--- config.mk ---
export PLATFORM = sky130hd
export DESIGN_NAME = wb_arbiter
export DESIGN_NICKNAME = d
export VERILOG_FILES = /design/src/rtl/wb_pkg.sv /design/src/rtl/wb_src_fifo.sv /design/src/rtl/wb_arbiter.sv
export SDC_FILE = /design/constraint.sdc
export NUM_CORES = 1
export LEC_CHECK = 0
export ABC_AREA = 0
export CAP_MARGIN = 20
export CORE_MARGIN = 3
export CORE_UTILIZATION = 38
export DETAILED_ROUTE_END_ITERATION = 7
export PLACE_DENSITY_LB_ADDON = 0.08
export SYNTH_ARGS = -nofsm -noshare
export SYNTH_HDL_FRONTEND = slang
export SYNTH_HIERARCHICAL = 1
export SYNTH_SLANG_ARGS = --single-unit
--- constraint.sdc ---
create_clock -name clk -period 3 [get_ports clk]
set_clock_uncertainty 0.2 [all_clocks]
set_input_delay 0.3 -clock clk [delete_from_list [all_inputs] [get_ports clk]]
set_output_delay 0.3 -clock clk [all_outputs]
set_load 0.01 [all_outputs]
--- src/rtl/wb_pkg.sv ---
// wb_pkg: shared constants and entry type for the write-back arbiter.
// Entries are packed {addr, data} with data in the low bits.
package wb_pkg;

  localparam int ARB_FIXED      = 0;
  localparam int ARB_RR         = 1;
  localparam int XLEN_DEF       = 32;
  localparam int REG_ADDR_W_DEF = 5;

  typedef struct packed {
    logic [REG_ADDR_W_DEF-1:0] addr;
    logic [XLEN_DEF-1:0]       data;
  } wb_entry_t;

endpackage

--- src/rtl/wb_src_fifo.sv ---
// wb_src_fifo: per-source circular FIFO for write-back entries.
// With WB_HAZARD_EN it also exposes per-slot valid bits and address keys.
module wb_src_fifo #(
  parameter int DEPTH = 2,
  parameter int W     = 37
`ifdef WB_HAZARD_EN
  ,
  parameter int KEY_W = 5
`endif
) (
  input  logic                   clk,
  input  logic                   reset,
  input  logic                   push,
  input  logic                   pop,
  input  logic [W-1:0]           din,
  output logic                   full,
  output logic                   empty,
  output logic [W-1:0]           head
`ifdef WB_HAZARD_EN
  ,
  output logic [DEPTH-1:0]       ent_vld,
  output logic [DEPTH*KEY_W-1:0] ent_key
`endif
);

  localparam int PW = $clog2(DEPTH);

  logic [W-1:0]  mem [DEPTH];
  logic [PW-1:0] rd_ptr;
  logic [PW-1:0] wr_ptr;
  logic [PW:0]   count;

  always_ff @(posedge clk) begin
    if (reset) begin
      rd_ptr <= '0;
      wr_ptr <= '0;
      count  <= '0;
    end else begin
      if (push) wr_ptr <= wr_ptr + 1'b1;
      if (pop)  rd_ptr <= rd_ptr + 1'b1;
      if (push && !pop)
        count <= count + 1'b1;
      else if (pop && !push)
        count <= count - 1'b1;
    end
  end

  always_ff @(posedge clk) begin
    if (push) mem[wr_ptr] <= din;
  end

  assign full  = (count == (PW+1)'(DEPTH));
  assign empty = (count == '0);
  assign head  = mem[rd_ptr];

`ifdef WB_HAZARD_EN
  // A slot is live when its distance from the read pointer is below count.
  always_comb begin
    for (int i = 0; i < DEPTH; i++) begin
      ent_vld[i] = ({1'b0, PW'(i) - rd_ptr} < count);
      ent_key[i*KEY_W +: KEY_W] = mem[i][W-1 -: KEY_W];
    end
  end
`endif

endmodule

--- src/rtl/wb_arbiter.sv ---
// wb_arbiter: per-source FIFOs drained by a fixed/round-robin arbiter
// into a registered register-file write port. Option: WB_HAZARD_EN.
module wb_arbiter
  import wb_pkg::*;
#(
  parameter int NUM_SRC    = 3,
  parameter int XLEN       = XLEN_DEF,
  parameter int REG_ADDR_W = REG_ADDR_W_DEF,
  parameter int FIFO_DEPTH = 2,
  parameter int ARB_MODE   = ARB_FIXED
) (
  input  logic                          clk,
  input  logic                          reset,
  input  logic [NUM_SRC-1:0]            src_valid,
  output logic [NUM_SRC-1:0]            src_ready,
  input  logic [NUM_SRC*REG_ADDR_W-1:0] src_addr,
  input  logic [NUM_SRC*XLEN-1:0]       src_data,
  output logic                          wr_en,
  output logic [REG_ADDR_W-1:0]         wr_index,
  output logic [XLEN-1:0]               wr_data,
  output logic                          busy
`ifdef WB_HAZARD_EN
  ,
  input  logic [REG_ADDR_W-1:0]         rd_index1,
  input  logic [REG_ADDR_W-1:0]         rd_index2,
  output logic                          hazard1,
  output logic                          hazard2
`endif
);

  localparam int EW = REG_ADDR_W + XLEN;
  localparam int SW = $clog2(NUM_SRC);

  logic [NUM_SRC-1:0] full;
  logic [NUM_SRC-1:0] empty;
  logic [NUM_SRC-1:0] push;
  logic [NUM_SRC-1:0] pop;
  logic [EW-1:0]      head [NUM_SRC];

`ifdef WB_HAZARD_EN
  logic [FIFO_DEPTH-1:0]            ent_vld [NUM_SRC];
  logic [FIFO_DEPTH*REG_ADDR_W-1:0] ent_key [NUM_SRC];
`endif

  logic                  gnt_vld;
  logic [SW-1:0]         gnt_idx;
  logic [SW-1:0]         rr_ptr;
  logic [EW-1:0]         gnt_head;
  logic [REG_ADDR_W-1:0] gnt_addr;

  assign src_ready = ~full;
  assign push      = src_valid & ~full;

  for (genvar i = 0; i < NUM_SRC; i++) begin : g_src
    wb_src_fifo #(
      .DEPTH (FIFO_DEPTH),
      .W     (EW)
`ifdef WB_HAZARD_EN
      ,
      .KEY_W (REG_ADDR_W)
`endif
    ) u_fifo (
      .clk     (clk),
      .reset   (reset),
      .push    (push[i]),
      .pop     (pop[i]),
      .din     ({src_addr[i*REG_ADDR_W +: REG_ADDR_W],
                 src_data[i*XLEN +: XLEN]}),
      .full    (full[i]),
      .empty   (empty[i]),
      .head    (head[i])
`ifdef WB_HAZARD_EN
      ,
      .ent_vld (ent_vld[i]),
      .ent_key (ent_key[i])
`endif
    );
  end

  // Round robin starts one past the last winner; fixed mode starts at 0.
  always_comb begin
    int base;
    int j;
    gnt_vld = 1'b0;
    gnt_idx = '0;
    j       = 0;
    base    = (ARB_MODE == ARB_RR) ? int'(rr_ptr) + 1 : 0;
    for (int k = 0; k < NUM_SRC; k++) begin
      j = (base + k) % NUM_SRC;
      if (!gnt_vld && !empty[j]) begin
        gnt_vld = 1'b1;
        gnt_idx = SW'(j);
      end
    end
  end

  assign gnt_head = head[gnt_idx];
  assign gnt_addr = gnt_head[EW-1 -: REG_ADDR_W];
  assign pop      = gnt_vld ? (NUM_SRC'(1) << gnt_idx) : '0;

  always_ff @(posedge clk) begin
    if (reset) begin
      wr_en    <= 1'b0;
      wr_index <= '0;
      wr_data  <= '0;
      rr_ptr   <= SW'(NUM_SRC-1);
    end else begin
      wr_en <= gnt_vld && (gnt_addr != '0);
      if (gnt_vld) begin
        wr_index <= gnt_addr;
        wr_data  <= gnt_head[XLEN-1:0];
        rr_ptr   <= gnt_idx;
      end
    end
  end

  assign busy = ~(&empty) | wr_en;

`ifdef WB_HAZARD_EN
  always_comb begin
    hazard1 = wr_en && (wr_index == rd_index1);
    hazard2 = wr_en && (wr_index == rd_index2);
    for (int s = 0; s < NUM_SRC; s++) begin
      for (int e = 0; e < FIFO_DEPTH; e++) begin
        if (ent_vld[s][e]) begin
          if (ent_key[s][e*REG_ADDR_W +: REG_ADDR_W] == rd_index1)
            hazard1 = 1'b1;
          if (ent_key[s][e*REG_ADDR_W +: REG_ADDR_W] == rd_index2)
            hazard2 = 1'b1;
        end
      end
    end
    if (rd_index1 == '0) hazard1 = 1'b0;
    if (rd_index2 == '0) hazard2 = 1'b0;
  end
`endif

endmodule
== Yosys cells after proc, flatten, opt, wreduce, memory -nomap -nowiden ==
Memory sizes are Yosys's and may differ from the RTL's. A register that Yosys moved wholly into a read port is not among the register bits.
Cells that the tools add are included.

* RAM bits: 222
* Output and inout bits: 42
* Bits of input ports: 116
* Memories: 3
* Register bits: 50
* Word-level logic and storage cells: 90

{| class="wikitable"
|+ Memories
! name !! words !! width !! rd ports !! clocked after Yosys merged registers in !! wr ports !! RTL line !! source
|-
| g_src[0].u_fifo.mem || 2 || 37 || 1 || 1 || 1 || wb_src_fifo.sv:28 || <nowiki>logic [W-1:0] mem [DEPTH];</nowiki>
|-
| g_src[1].u_fifo.mem || 2 || 37 || 1 || 1 || 1 || wb_src_fifo.sv:28 ||
|-
| g_src[2].u_fifo.mem || 2 || 37 || 1 || 1 || 1 || wb_src_fifo.sv:28 ||
|}

* Add/sub/neg operators: 12
* Reductions and logical operators: 26
* Shifts and indexed selects: 1
* Bitwise operators: 5
* Mux-type cells: 27
* Equal/unequal tests: 3
* $lt $le $gt $ge: 1

{| class="wikitable"
|+ Operator list
! kind !! number
|-
| 37-bit binary-select mux with 2-bit select || 1
|-
| 37-bit two-way mux || 2
|-
| 1-bit two-way mux || 16
|-
| 2-bit two-way mux || 7
|-
| 1-bit logical AND || 9
|-
| 1-bit zero test || 9
|-
| 1-bit adder (second input constant) || 6
|-
| 2-bit by 1-bit adder with 2-bit output (second input constant) || 3
|-
| 2-bit == test (second input constant) || 3
|-
| 2-bit zero test || 3
|-
| 2-bit nonzero test || 3
|-
| 2-bit by 1-bit subtractor with 2-bit output (second input constant) || 3
|-
| 5-bit nonzero test || 1
|-
| 3-bit bitwise AND || 1
|-
| 3-bit >= comparator (second input constant) || 1
|-
| 3-bit two-way mux || 1
|-
| 2-bit inverter with 3-bit output || 1
|-
| 3-bit inverter || 1
|-
| 3-bit AND reduction || 1
|-
| 1-bit by 2-bit << shifter with 3-bit output (first input constant) || 1
|-
| 1-bit inverter || 1
|-
| 1-bit bitwise OR || 1
|}

== Logic depth before layout (Yosys ltp) ==
* Word-level depth: 13
* Gate-level depth with buffers: 10
* Gate-level depth less buffers: 8

== Modules after synthesis ==
The synthesis kept the hierarchy.

{| class="wikitable"
|+ By module, submodules not included
! module !! times used !! area each (um^2) !! sequential area each (um^2) !! cells each
|-
| wb_src_fifo || 3 || 2885.3 || 2322.2 || 137
|-
| wb_arbiter || 1 || 2035.7 || 760.7 || 244
|}

== Least setup slack after synthesis ==
No wires, ideal clock.

* Path type: register to register
* From: reg g_src[0].u_fifo.count[0]
* To: mem g_src[0].u_fifo.mem[0][0], enable pin
* Library setup time: 436 ps
* Cell stages (with the launch flop): 4
* Path slack: -167 ps
* Period minus slack after synthesis: 3167 ps
* Arrival: 2531 ps
* Required time: 2364 ps
* Path buffers: 0
* Cell sequence: dfxtp_1 > and2b_2 > nor2b_1 > nor2b_1

* Cells in the longest elaborated chain, start to end: 5

{| class="wikitable"
|+ Ends and longest elaborated chain
! element !! RTL line !! source
|-
| start, declared || wb_src_fifo.sv:31 || <nowiki>logic [PW:0] count;</nowiki>
|-
| start signal, assigned || wb_src_fifo.sv:42 || <nowiki>count <= count + 1'b1;</nowiki>
|-
| start signal, assigned || wb_src_fifo.sv:44 || <nowiki>count <= count - 1'b1;</nowiki>
|-
| 2-bit == test || wb_src_fifo.sv:52 || <nowiki>assign full = (count == (PW+1)'(DEPTH));</nowiki>
|-
| net full[0] || wb_arbiter.sv:34 || <nowiki>logic [NUM_SRC-1:0] full;</nowiki>
|-
| 3-bit inverter || wb_arbiter.sv:52 || <nowiki>assign push = src_valid & ~full;</nowiki>
|-
| 3-bit bitwise AND || wb_arbiter.sv:52 ||
|-
| net push[0] || wb_arbiter.sv:36 || <nowiki>logic [NUM_SRC-1:0] push;</nowiki>
|-
| 1-bit two-way mux || wb_src_fifo.sv:49 || <nowiki>if (push) mem[wr_ptr] <= din;</nowiki>
|-
| 1-bit two-way mux (implied by the code) || wb_src_fifo.sv:49 ||
|-
| end, declared || wb_src_fifo.sv:28 ||
|}

The timed path passes the listed nets, and every way through them passes these cells.

== Worst setup path after layout ==
* From: reg g_src[0].u_fifo.count[1]
* To: out busy

* Cells in the longest elaborated chain, start to end: 4

{| class="wikitable"
|+ Ends and longest elaborated chain
! element !! RTL line !! source
|-
| 2-bit zero test || wb_src_fifo.sv:53 || <nowiki>assign empty = (count == '0);</nowiki>
|-
| net empty[0] || wb_arbiter.sv:35 || <nowiki>logic [NUM_SRC-1:0] empty;</nowiki>
|-
| 3-bit AND reduction || wb_arbiter.sv:117 || <nowiki>assign busy = ~(&empty) | wr_en;</nowiki>
|-
| 1-bit inverter || wb_arbiter.sv:117 ||
|-
| 1-bit bitwise OR || wb_arbiter.sv:117 ||
|-
| end, declared || wb_arbiter.sv:21 || <nowiki>output logic busy</nowiki>
|}

The timed path passes the listed nets, and every way through them passes these cells.

==> run_results.csv <==
group,metric,value,unit
clock_network,clock_sinks,275,
yosys,syn_inst,655,
clock_network,cts_root_buf,"clkbuf_16",
worst_setup_path,cp_max_fo,26,
yosys,synth.most_common_cell,"edfxtp_1",
placement,hpwl,16400,um
yosys,ys_warn_count,6,
timing,tns,0,ns
yosys,synth_top_area_share,0.624,
worst_setup_path,critPathTopFamily,"buffers and inverters",
min_path,hold_path.class,"in2reg",
routing,dr.pass1.iters,4,
routing,wire_per_inst,21.0,um
timing,slew_violations,0,
global_route,grt_remaining_overflow,0,
clock_network,clk_pin_slew,0.06,ns
yosys,synthTopCellsByCount,"edfxtp_1 (222), mux2_2 (111), dfxtp_1 (53), a21oi_1 (41), nand2_1 (39)",
die,ios,158,
die,core,0.0273,sq mm
layout,stdcell_count,1229,
yosys,synth_nets,774,
die,die-area,0.0302,sq mm
status,status,"finished clean",
worst_setup_path,worst-path-buf-inv,2,
timing,relSlewSlack,0.500,
placement,place_congestion,0.745,
clock_network,cts_buffer_depth,3,
clock_network,post_cts_buffers,0,
layout,num-nets-final,949,
worst_setup_path,required,2.50,ns
clock_network,cts_resized,0,
timing,hold_ws,0.113,ns
worst_setup_path,crit_type,"reg2out",
die,die_w,174,um
global_route,first_global_vias,6637,
clock_network,numCtsBuffers,30,
yosys,synth_seq_cells,275,
yosys,netlist_top_cells_area,"edfxtp_1 (62%), mux2_2 (12%), dfxtp_1 (9.9%), a221oi_1 (2.6%), o21bai_1 (2.2%)",
global_route,grt_use_total,0.168,
placement,port_buffers,157,
routing,wl,25900,um
routing,drt_iter0_markers,392,
worst_setup_path,cp_slowest_cell,"clkdlybuf4s50_1",
die,die_y,174,um
worst_setup_path,worstSetupStartpointType,"register",
yosys,syn_area,0.0107,sq mm
timing,worst_slew_pin_slew,0.750,ns
worst_setup_path,max_stage_delay,0.48,ns
worst_setup_path,crit_arrival,2.21,ns
timing,rsz0062_at_grt,"no",
routing,drc,0,
power_and_ir_drop,ir_worst_vdd,0.000517,V
yosys,ys_seq_area_frac,0.723,
run,max-cap-violations,0,
worst_setup_path,crit_chain,"nor2_4 > buf_4 > and3_2 > nand2b_1 > clkdlybuf4s50_1",
worst_setup_path,endpoint_kind,"output port",
clock_network,cts_tree,"yes",
yosys,synth_edf_count,222,
power_and_ir_drop,finalPower,13.3,mW
global_route,grt_max_degree,38,
layout,syn_to_final_growth,29.8,%
clock_network,cts_hold_buf,0,
routing,antenna_left,0,
layout,drive_gt1_frac,0.241,
routing,vias_per_cell,5.05,
timing,setup_slack,0.287,ns
clock_network,htreeDepth,1,
yosys,ys.flop_type,"edfxtp_1",
yosys,async_flop_share,0,
clock_network,insertion_delay,0.54,ns
yosys,yosys.area.top_type,"edfxtp_1",
routing,vias,6212,
timing,post-route-min-period,2.71,ns
yosys,synth_cell_types,32,
power_and_ir_drop,power_density,955,mW/mm^2
global_route,grt_pass1_wl,39200,um
die,start_util,0.391,
die,core.rowCount,60,
timing,min_period_over_period,0.904,
global_route,antenna_found_initial,0,
timing,setup_violations,0,
timing,fmax,369,MHz
placement,pre_cts_ws,0.653,ns
timing,hold_viol,0,
yosys,avgSynthCellArea,16.3,sq um
placement,dp_cells,1170,
power_and_ir_drop,p_leak,4.72,nW
## layout make-up
| cell class | count | area, sq um |
|---|---|---|
| repair buffers | 180 | 1860 |
| clock inverters | 13 | 166 |
| flip-flops and latches | 275 | 7730 |
| clock buffers | 43 | 891 |
| multi-input cells | 331 | 2710 |
| well taps | 372 | 465 |
| diodes | 3 | 7.51 |
| fillers | 2343 | 13400 |
| inverters | 12 | 45.0 |
## metal layers
metal | global-route usage | share of wire
met3 | 0.0335 | 0.055
met4 | 0.0362 | 0.017
met2 | 0.289 | 0.49
met5 | 0 | 0
met1 | 0.220 | 0.43
## cells in the final DEF (no fill, tap or decap), drive strengths merged
master,count
o21ai,4
mux2,111
a21bo,1
or3,3
and4bb,3
ha,3
a221oi,35
dfxtp,53
nor3b,1
buf,24
bufinv,4
and2,4
a211oi,1
nand2b,1
nand3,2
edfxtp,222
a311oi,2
diode,3
nor3,1
a21oi,41
clkinv,7
inv,12
nor2,21
o21bai,32
xor2,6
clkinvlp,2
clkbuf,43
nand2,39
clkdlybuf4s50,156
and3,2
and2b,3
xnor2,6
nor2b,9
## report_power, final
| group | leakage [nW] | internal, mW | total, mW | switching, mW |
|---|---|---|---|---|
| Combinational | 1.69 | 1.99 | 4.11 | 2.13 |
| Sequential | 2.51 | 4.95 | 5.31 | 0.358 |
| Clock | 0.515 | 2.39 | 3.83 | 1.44 |
## cells by family after synthesis
kind of cell / after synthesis / synth area share
compound gates: 116 / 0.0790
flops: 275 / 0.723
fa+ha+maj: 3 / 0.00351
xor+xnor: 12 / 0.00983
simple gates: 89 / 0.0403
buf+inv: 49 / 0.0277
mux: 111 / 0.117
## registers in the layout, indices dropped and copies added (netlist names), named ones only
register	cells
wr_index	5
wr_en	1
wr_data	32
g_src.u_fifo/count	6
g_src.u_fifo/rd_ptr	3
g_src.u_fifo/wr_ptr	3
g_src.u_fifo/mem	222
## path summary, 6_finish.rpt
kind,startpoint,endpoint,slack [ns],depth (start not counted)
worst min register to register,wr_data[1],wr_data[1],0.25,2
worst min-delay path,reset,g_src[2].u_fifo/count[0],0.11,2
worst max register to register,g_src[1].u_fifo/count[0],wr_data[6],0.70,6
worst max-delay path,g_src[0].u_fifo/count[1],busy,0.29,5
## stage by stage
stage / instance area, sq um / util
3_3_place_gp: 12800 / 0.469
5_1_grt: 13900 / 0.508
6_report: 13900 / 0.508
4_1_cts: 13900 / 0.508
2_1_floorplan: 10700 / -
3_5_place_dp: 12800 / 0.469
Power figures use the tool's default switching activity.
